## config.mk

```make
export PLATFORM = sky130hd
export DESIGN_NAME = wb_arbiter
export DESIGN_NICKNAME = d
export VERILOG_FILES = /design/src/rtl/wb_arbiter.sv
export SDC_FILE = /design/constraint.sdc
export NUM_CORES = 1
export LEC_CHECK = 0
export BUFFER_PORTS_ARGS = -buffer_cell sky130_fd_sc_hd__buf_2
export CAP_MARGIN = 30
export CORE_MARGIN = 3
export CORE_UTILIZATION = 60
export CTS_CLUSTER_DIAMETER = 150
export DETAILED_ROUTE_END_ITERATION = 10
export PLACE_DENSITY = 0.8
export SETUP_SLACK_MARGIN = 0.05
export SYNTH_ARGS = -nofsm -noshare
export SYNTH_HDL_FRONTEND = slang
export SYNTH_SLANG_ARGS = --single-unit
```

## constraint.sdc

```tcl
create_clock -name clk -period 6.7 [get_ports clk]
set_clock_uncertainty 0.2 [all_clocks]
set_input_delay 1.34 -clock clk [delete_from_list [all_inputs] [get_ports clk]]
set_output_delay 1.34 -clock clk [all_outputs]
set_load 0.03 [all_outputs]
```

## src/rtl/wb_arbiter.sv

```systemverilog
// Writeback arbiter: buffers results from N_SRC functional units in per-source
// FIFOs and issues at most one register-file write per cycle, round-robin.
module wb_arbiter #(
    parameter int N_SRC      = 3,
    parameter int FIFO_DEPTH = 4
) (
    input  logic                   clk,
    input  logic                   rst,
    input  logic [N_SRC-1:0]       src_valid,
    output logic [N_SRC-1:0]       src_ready,
    input  logic [N_SRC-1:0][4:0]  src_rd_s,
    input  logic [N_SRC-1:0][31:0] src_rd_v,
    output logic                   regf_we,
    output logic [4:0]             rd_s,
    output logic [31:0]            rd_v,
    output logic                   fifo_empty
);

    localparam int PTR_W = $clog2(FIFO_DEPTH);
    localparam int CNT_W = PTR_W + 1;
    localparam int IDX_W = $clog2(N_SRC);

    logic [PTR_W-1:0] rd_ptr [N_SRC];
    logic [PTR_W-1:0] wr_ptr [N_SRC];
    logic [CNT_W-1:0] cnt    [N_SRC];
    logic [4:0]       mem_s  [N_SRC][FIFO_DEPTH];
    logic [31:0]      mem_v  [N_SRC][FIFO_DEPTH];

    logic [N_SRC-1:0] push;
    logic [N_SRC-1:0] pop;
    logic [N_SRC-1:0] nonempty;
    logic [IDX_W-1:0] last;
    logic [IDX_W-1:0] gnt_idx;
    logic [IDX_W-1:0] cand;
    logic             gnt_vld;
    logic [4:0]       head_s;
    logic [31:0]      head_v;

    // Ready comes from the registered count only; writes to x0 are swallowed here.
    always_comb begin
        for (int i = 0; i < N_SRC; i++) begin
            nonempty[i]  = (cnt[i] != '0);
            src_ready[i] = (cnt[i] != CNT_W'(FIFO_DEPTH));
            push[i]      = src_valid[i] && src_ready[i] && (src_rd_s[i] != 5'd0);
        end
    end

    always_comb begin
        gnt_vld = 1'b0;
        gnt_idx = last;
        cand    = last;
        for (int k = 1; k <= N_SRC; k++) begin
            cand = IDX_W'((int'(last) + k) % N_SRC);
            if (!gnt_vld && nonempty[cand]) begin
                gnt_vld = 1'b1;
                gnt_idx = cand;
            end
        end
    end

    always_comb begin
        for (int i = 0; i < N_SRC; i++) begin
            pop[i] = gnt_vld && (gnt_idx == IDX_W'(i));
        end
        head_s = mem_s[gnt_idx][rd_ptr[gnt_idx]];
        head_v = mem_v[gnt_idx][rd_ptr[gnt_idx]];
    end

    assign fifo_empty = ~|nonempty;

    always_ff @(posedge clk or posedge rst) begin
        if (rst) begin
            for (int i = 0; i < N_SRC; i++) begin
                rd_ptr[i] <= '0;
                wr_ptr[i] <= '0;
                cnt[i]    <= '0;
            end
            last <= IDX_W'(N_SRC - 1);
        end else begin
            for (int i = 0; i < N_SRC; i++) begin
                if (push[i]) wr_ptr[i] <= wr_ptr[i] + 1'b1;
                if (pop[i])  rd_ptr[i] <= rd_ptr[i] + 1'b1;
                if (push[i] && !pop[i])
                    cnt[i] <= cnt[i] + 1'b1;
                else if (!push[i] && pop[i])
                    cnt[i] <= cnt[i] - 1'b1;
            end
            if (gnt_vld) last <= gnt_idx;
        end
    end

    // FIFO storage is data only; validity is tracked by the counts.
    always_ff @(posedge clk) begin
        for (int i = 0; i < N_SRC; i++) begin
            if (push[i]) begin
                mem_s[i][wr_ptr[i]] <= src_rd_s[i];
                mem_v[i][wr_ptr[i]] <= src_rd_v[i];
            end
        end
    end

    // Registered write port: zeroed whenever there is no grant.
    always_ff @(posedge clk or posedge rst) begin
        if (rst) begin
            regf_we <= 1'b0;
            rd_s    <= '0;
            rd_v    <= '0;
        end else begin
            regf_we <= gnt_vld;
            rd_s    <= gnt_vld ? head_s : 5'd0;
            rd_v    <= gnt_vld ? head_v : 32'd0;
        end
    end

endmodule

```

* After elaboration in Yosys (flattened, before gate mapping) *
Memory sizes are Yosys's and may differ from the RTL's.
Index checks and enable logic that the tools add are counted.

operators by class
  multiply operators = 0
  divide/modulo/power cells = 3
  muxes and demuxes = 50
  bitwise gates (word level) = 5
  shifts and indexed selects = 0
  magnitude comparators = 11
  reduce and logical (&&, ||, !) cells = 40
  equality and inequality tests = 5
  add/sub/neg operators = 15

operator list
  kind                     number
  $mux W128                3
  $demux W32 S2            3
  $mux W32                 6
  $mod A32 B3 Y32 const B  3
  $bmux W32 S2             1
  $mux W20                 3
  $demux W5 S2             3
  $mux W5                  6
  $logic_and A1 B1 Y1      20
  $mux W3                  6
  $ge A3 B3 Y1 const B     5
  $not A2 Y3               5
  $reduce_bool A5 Y1       3
  $add A2 B1 Y2 const B    6
  $bmux W5 S2              1
  $mux W2                  5
  $add A3 B1 Y3 const B    3
  $logic_not A1 Y1         9
  $lt A2 B3 Y1 const B     3
  $lt A3 B1 Y1 const B     3
  $mux W1                  9
  $ne A3 B3 Y1 const B     3
  $reduce_bool A3 Y1       3
  $sub A3 B1 Y3 const B    3
  other kinds (9)          14

word-level totals
  logic and storage cells = 144
  bits in registers = 61
  RAM bits = 444
  input bits = 116
  bits in latches = 0
  memories = 2
  output and inout bits = 42
  ROM bits = 0

memory list
  memory  depth  width  read ports  clocked after memory_dff  write ports  line  text
  mem_v   3      128    1           0                         3            27    logic [31:0] mem_v [N_SRC][FIFO_DEPTH];
  mem_s   3      20     1           0                         3            26    logic [4:0] mem_s [N_SRC][FIFO_DEPTH];

* Logic depth before layout (Yosys ltp) *
  depth after elaboration = 20
  mapped depth = 18
  depth with buffers taken out = 15

* Worst setup path before layout *
Ideal clock, no wire load.

  path kind = flip-flop to flip-flop
  start = register last[1]
  end = register cnt[7] (netlist name)
  arrival = 3.412 ns
  data required time = 6.375 ns
  clock period less this slack = 3.737 ns
  setup slack = 2.963 ns
  buffers on the path = 3
  library setup time = 0.125 ns
  stages on the path, launching flop included = 17
  cells stage by stage = dfstp_2 -> inv_1 -> ha_1 -> buf_2 -> o31a_1 -> a2111oi_2 -> o2bb2ai_1 -> o31a_1 -> inv_2 -> a21oi_1 -> buf_2 -> buf_2 -> nand2_1 -> ha_1 -> inv_1 -> fa_1 -> mux2_2

between the ends
  word-level cells in the longest chain between the ends = 16
  elaborated cells on any way between the ends = 29
  those cells by class = add/sub (3); div (3); mux (13); reduce/logical (10)

RTL lines
  what                                                  line  text
  start: declaration                                    32    logic [IDX_W-1:0] last;
  start signal: assignment                              78    last <= IDX_W'(N_SRC - 1);
  start signal: assignment                              88    if (gnt_vld) last <= gnt_idx;
  $add A2 B1 Y3                                         53    cand = IDX_W'((int'(last) + k) % N_SRC);
  $mod A32 B3 Y32                                       53
  $bmux W1 S2                                           54    if (!gnt_vld && nonempty[cand]) begin
  $mux W1 (not written as such)                         54
  $mux W1                                               54
  $logic_not A1 Y1                                      54
  $logic_and A1 B1 Y1                                   54
  $mux W1                                               54
  $logic_not A1 Y1                                      54
  $logic_and A1 B1 Y1                                   54
  $mux W2                                               54
  $logic_not A2 Y1                                      63    pop[i] = gnt_vld && (gnt_idx == IDX_W'(i));
  $logic_and A1 B1 Y1 *                                 63
  $logic_not A1 Y1                                      83    if (push[i] && !pop[i])
  $logic_and A1 B1 Y1                                   83
  $mux W3 / $reduce_bool A2 Y1 (equally long branches)  -
  end signal: indexed assignment                        84    cnt[i] <= cnt[i] + 1'b1;
  end signal: indexed assignment                        86    cnt[i] <= cnt[i] - 1'b1;
  end: declaration                                      25    logic [CNT_W-1:0] cnt [N_SRC];

Mark *: on every way between the ends. The rest lies on a longest branch, timed or not. The select of a mux whose other input is x is not followed.
A chain may end at the register's enable or synchronous reset.

* Worst setup path after layout *
  start = register last[1]
  end = register rd_v[24]

between the ends
  word-level cells in the longest chain between the ends = 20
  elaborated cells on any way between the ends = 32
  those cells by class = add/sub (3); div (3); mux (19); bitwise (2); reduce/logical (4); memory (1)

RTL lines
  what                                         line  text
  $add A2 B1 Y3                                53
  $mod A32 B3 Y32                              53
  $bmux W1 S2                                  54
  $mux W1 (not written as such)                54
  $mux W1                                      54
  $logic_not A1 Y1                             54
  $logic_and A1 B1 Y1                          54
  $mux W1                                      54
  (+2 left out)                                -
  $mux W2                                      54
  $not A2 Y3 (not written as such)             66    head_v = mem_v[gnt_idx][rd_ptr[gnt_idx]];
  $bmux W2 S2                                  66
  $mux W2 (not written as such) (2 in a row)   66
  $not A2 Y3 (not written as such)             66
  $bmux W32 S2                                 66
  $mux W32 (not written as such) (2 in a row)  66
  $mux W32 *                                   111   rd_v <= gnt_vld ? head_v : 32'd0;
  end signal: assignment                       111
  end: declaration                             15    output logic [31:0] rd_v,

Marks and branches as above.

==> metrics.md <==
| Metric | Value |
|---|---|
| Number of cells on the worst reg-to-reg path | 11 |
| Fillers | 1990 |
| Netlist Area Pre-Place | 19800 um2 |
| CTS tree | yes |
| Crit path cell chain | ha_1 > or4_1 > o211ai_1 > o2bb2ai_1 > o311ai_0 > o221ai_4 > buf_4 > nand2_4 > buf_4 > mux2i_1 > o211ai_1 |
| Post-CTS Hold Buffers | 0 |
| Placer Congestion | 0.852 |
| Hold Fails Final Rpt | 0 |
| Final HPWL DP | 27.4 mm |
| WP data required | 6940 ps |
| Seq/Total Area, Yosys | 0.749 |
| CP startpoint kind | flop |
| Drt first pass iters | 5 |
| Top FF cell, synth | edfxtp_1 |
| Largest fanout on the critical path | 59 |
| Post-Syn Area per Cell | 16.8 um2 |
| Top cells by count, synth | 444 x edfxtp_1, 185 x mux2i_1, 74 x a31oi_1 |
| Max Clk Rate | 209 MHz |
| DIE AREA | 35300 um2 |
| DR vias | 11300 |
| EDFF count, synth | 444 |
| Die Width | 188 um |
| Hold crit path type | flop to flop |
| Ranking of synthesized cells by area | edfxtp_1 67%, mux2i_1 9.3%, dfrtp_1 7.6% |
| Initial DRC count | 988 |
| Largest net degree at the start of global routing | 76 |
| Drt via density | 6.17 |
| Total track usage | 0.255 |
| Yosys cell types | 56 |
| CTS Sinks | 505 |
| FFs w/ async S/R, synth | 0.121 |
| Vias in the first global route | 11600 |
| Num CTS Buffers | 50 |
| CP top delay family | simple AND/OR/NAND/NOR gates |
| H-Tree Depth | 2 |
| Crit. End Element | flop |
| Final period util | 0.715 |
| Placement Setup Slack | 1970 ps |
| Critical Path End | rd_v[24]$_DFF_PP0_ |
| Area grow syn2layout | 16.5% |
| IO Pins | 158 |
| PostCTS Resize Cnt | 0 |
| Worst Setup SP | last[1]$_DFFE_PP1P_ |
| Initial Util | 0.619 |
| Final TNS setup | 0 ps |
| Clock transition at path regs | 60 ps |
| Worst slew margin | 0.368 |
| Post-synth top area cell | edfxtp_1 |
| CORE AREA | 32000 um2 |
| FF-to-FF Start | last[1]$_DFFE_PP1P_ |
| CP Class | flop to flop |
| Arr. time, crit path | 5030 ps |
| Flops & latches, synth | 505 |
| Final wirelength | 45.1 mm |
| Clock Latency Late Sink | 570 ps |
| Final Critical Period | 4790 ps |
| Root Buffer | clkbuf_16 |
| Slowest stage delay, CP | 750 ps |
| Per-cell routed wire length | 24.5 um |
| Post-CTS Setup Inserts | 0 |
| RR Endpoint | rd_v[24]$_DFF_PP0_ |
| Status | finished, final reports clean |
| Buf/Inv on CP | 2 |
| Slowest cell on crit path | nand2_4 |
| Final worst slack | 1910 ps |
| Yosys top cell area share | 0.672 |
| Fraction of layout cells with a size suffix above 1 | 0.215 |
| Initial antenna violation count | 11 |
| I/O Buffers | 157 |
| Most common cell in the netlist | edfxtp_1 |
| Remaining DRCs | 0 |
| Remaining global-route overflow | 0 |
| Nets | 1491 |
| Syn nets | 1320 |
| Ys Warns | 0 |
| Synth Instances | 1184 |
| Maximum capacitance violations | 0 |
| RSZ-0062 raised after global routing | false |
| Reg2Reg Setup Slack | 1910 ps |
| Actual slew at the worst max-slew pin | 949 ps |
| First-pass GRT wire length | 68.3 mm |
| Final slew viol count | 0 |
| Row count | 65 |
| ANT nets after route | 0 |
| Die H | 188 um |
| CTS max path bufs | 3 |
| CP Depth | 11 |
| Final setup vio count | 0 |
-- per-layer routing --
layer | track usage | up-vias | routed length [um]
met3 | 0.0510 | 97 | 3920
met4 | 0.0802 | 16 | 1060
met2 | 0.428 | 579 | 22400
li1 | - | 5007 | -
met5 | 0 | - | 90
met1 | 0.342 | 5637 | 17600
-- registers in the layout, summed over array words and instances (netlist names) --
name and count:
mem_v 384, mem_s 60, rd_v 32, cnt 9, rd_ptr 6, wr_ptr 6, rd_s 5, last 2
regf_we 1
-- stage by stage --
| stage | area [um2] | std cells | hold slack [ps] | utilization |
|---|---|---|---|---|
| after CTS | 23100 | 1831 | 292 | 0.720 |
| after global routing | 23100 | 1835 | 309 | 0.721 |
| after global placement | 21100 | 1723 | 267 | 0.658 |
| after detailed placement | 21400 | 1737 | 280 | 0.667 |
| after floorplan | 19800 | 1184 | 246 | - |
| final | 23100 | 1838 | 289 | 0.722 |
-- worst min path at each step --
stage                                       from               endpoint  slack (ps)  cells after the start
final                     mem_v[1][66]$_DFFE_PP_      rd_v[2]$_DFF_PP0_         290                      2
after global routing      mem_v[1][84]$_DFFE_PP_     rd_v[20]$_DFF_PP0_         310                      2
after CTS                 mem_v[1][66]$_DFFE_PP_      rd_v[2]$_DFF_PP0_         290                      2
after detailed placement  mem_v[1][66]$_DFFE_PP_      rd_v[2]$_DFF_PP0_         280                      2
after global placement    mem_v[1][90]$_DFFE_PP_     rd_v[26]$_DFF_PP0_         270                      2
after floorplan            rd_ptr[0]$_DFFE_PP0P_  rd_ptr[0]$_DFFE_PP0P_         250                      1
-- worst reg2reg max path: stages, from the launching register on --
cell,delay [ps]
dfstp_2,560
ha_1,390
or4_1,580
o211ai_1,100
o2bb2ai_1,220
o311ai_0,570
o221ai_4,180
buf_4,310
nand2_4,760
buf_4,440
mux2i_1,250
o211ai_1,100
-- area by class of cell --
class / count / area, um2 / share of cell area
flip-flops and latches: 505 / 14900 / 0.643
inverters: 17 / 65.1 / 0.00281
multi-input cells: 594 / 4710 / 0.204
diodes: 6 / 15.0 / 0.000649
repair buffers: 187 / 1230 / 0.0532
clock buffers: 72 / 1450 / 0.0625
well taps: 435 / 544 / 0.0235
clock inverters: 22 / 254 / 0.0110
-- logic make-up (layout without fill, tap and decap cells) --
| kind of cell | Yosys count | count (layout) | synth area share |
|---|---|---|---|
| compound gates | 189 | 189 | 0.0672 |
| simple gates | 179 | 179 | 0.0484 |
| fa+ha+maj | 20 | 20 | 0.0137 |
| other cells | 0 | 6 | 0 |
| buf+inv | 85 | 298 | 0.0190 |
| flops | 505 | 505 | 0.749 |
| xor+xnor | 18 | 18 | 0.00794 |
| mux | 188 | 188 | 0.0950 |
-- layout by cell type (no fill, tap or decap), types with 3 or more instances in the layout --
| master | n |
|---|---|
| clkbuf_16 | 51 |
| nor3_1 | 7 |
| dfrtp_1 | 58 |
| buf_2 | 157 |
| o21ai_0 | 4 |
| a22oi_1 | 37 |
| and2_2 | 12 |
| fa_1 | 3 |
| xor2_1 | 6 |
| or3_1 | 4 |
| nand2_1 | 55 |
| a21oi_1 | 8 |
| edfxtp_1 | 444 |
| mux2_2 | 3 |
| buf_4 | 15 |
| clkbuf_8 | 9 |
| diode_2 | 6 |
| nor2_1 | 48 |
| xnor2_1 | 12 |
| ha_1 | 17 |
| bufinv_16 | 5 |
| a31oi_1 | 74 |
| and4_1 | 37 |
| o31a_1 | 4 |
| inv_1 | 15 |
| mux2i_1 | 185 |
| clkinv_1 | 4 |
| buf_16 | 6 |
| clkinv_2 | 10 |
| buf_12 | 7 |
| o22ai_1 | 3 |
| clkbuf_1 | 12 |
| o211ai_1 | 38 |
Power is left out: the tool's default activity adds up to more than one toggle a clock period on the data nets, which glitch-free logic cannot reach.
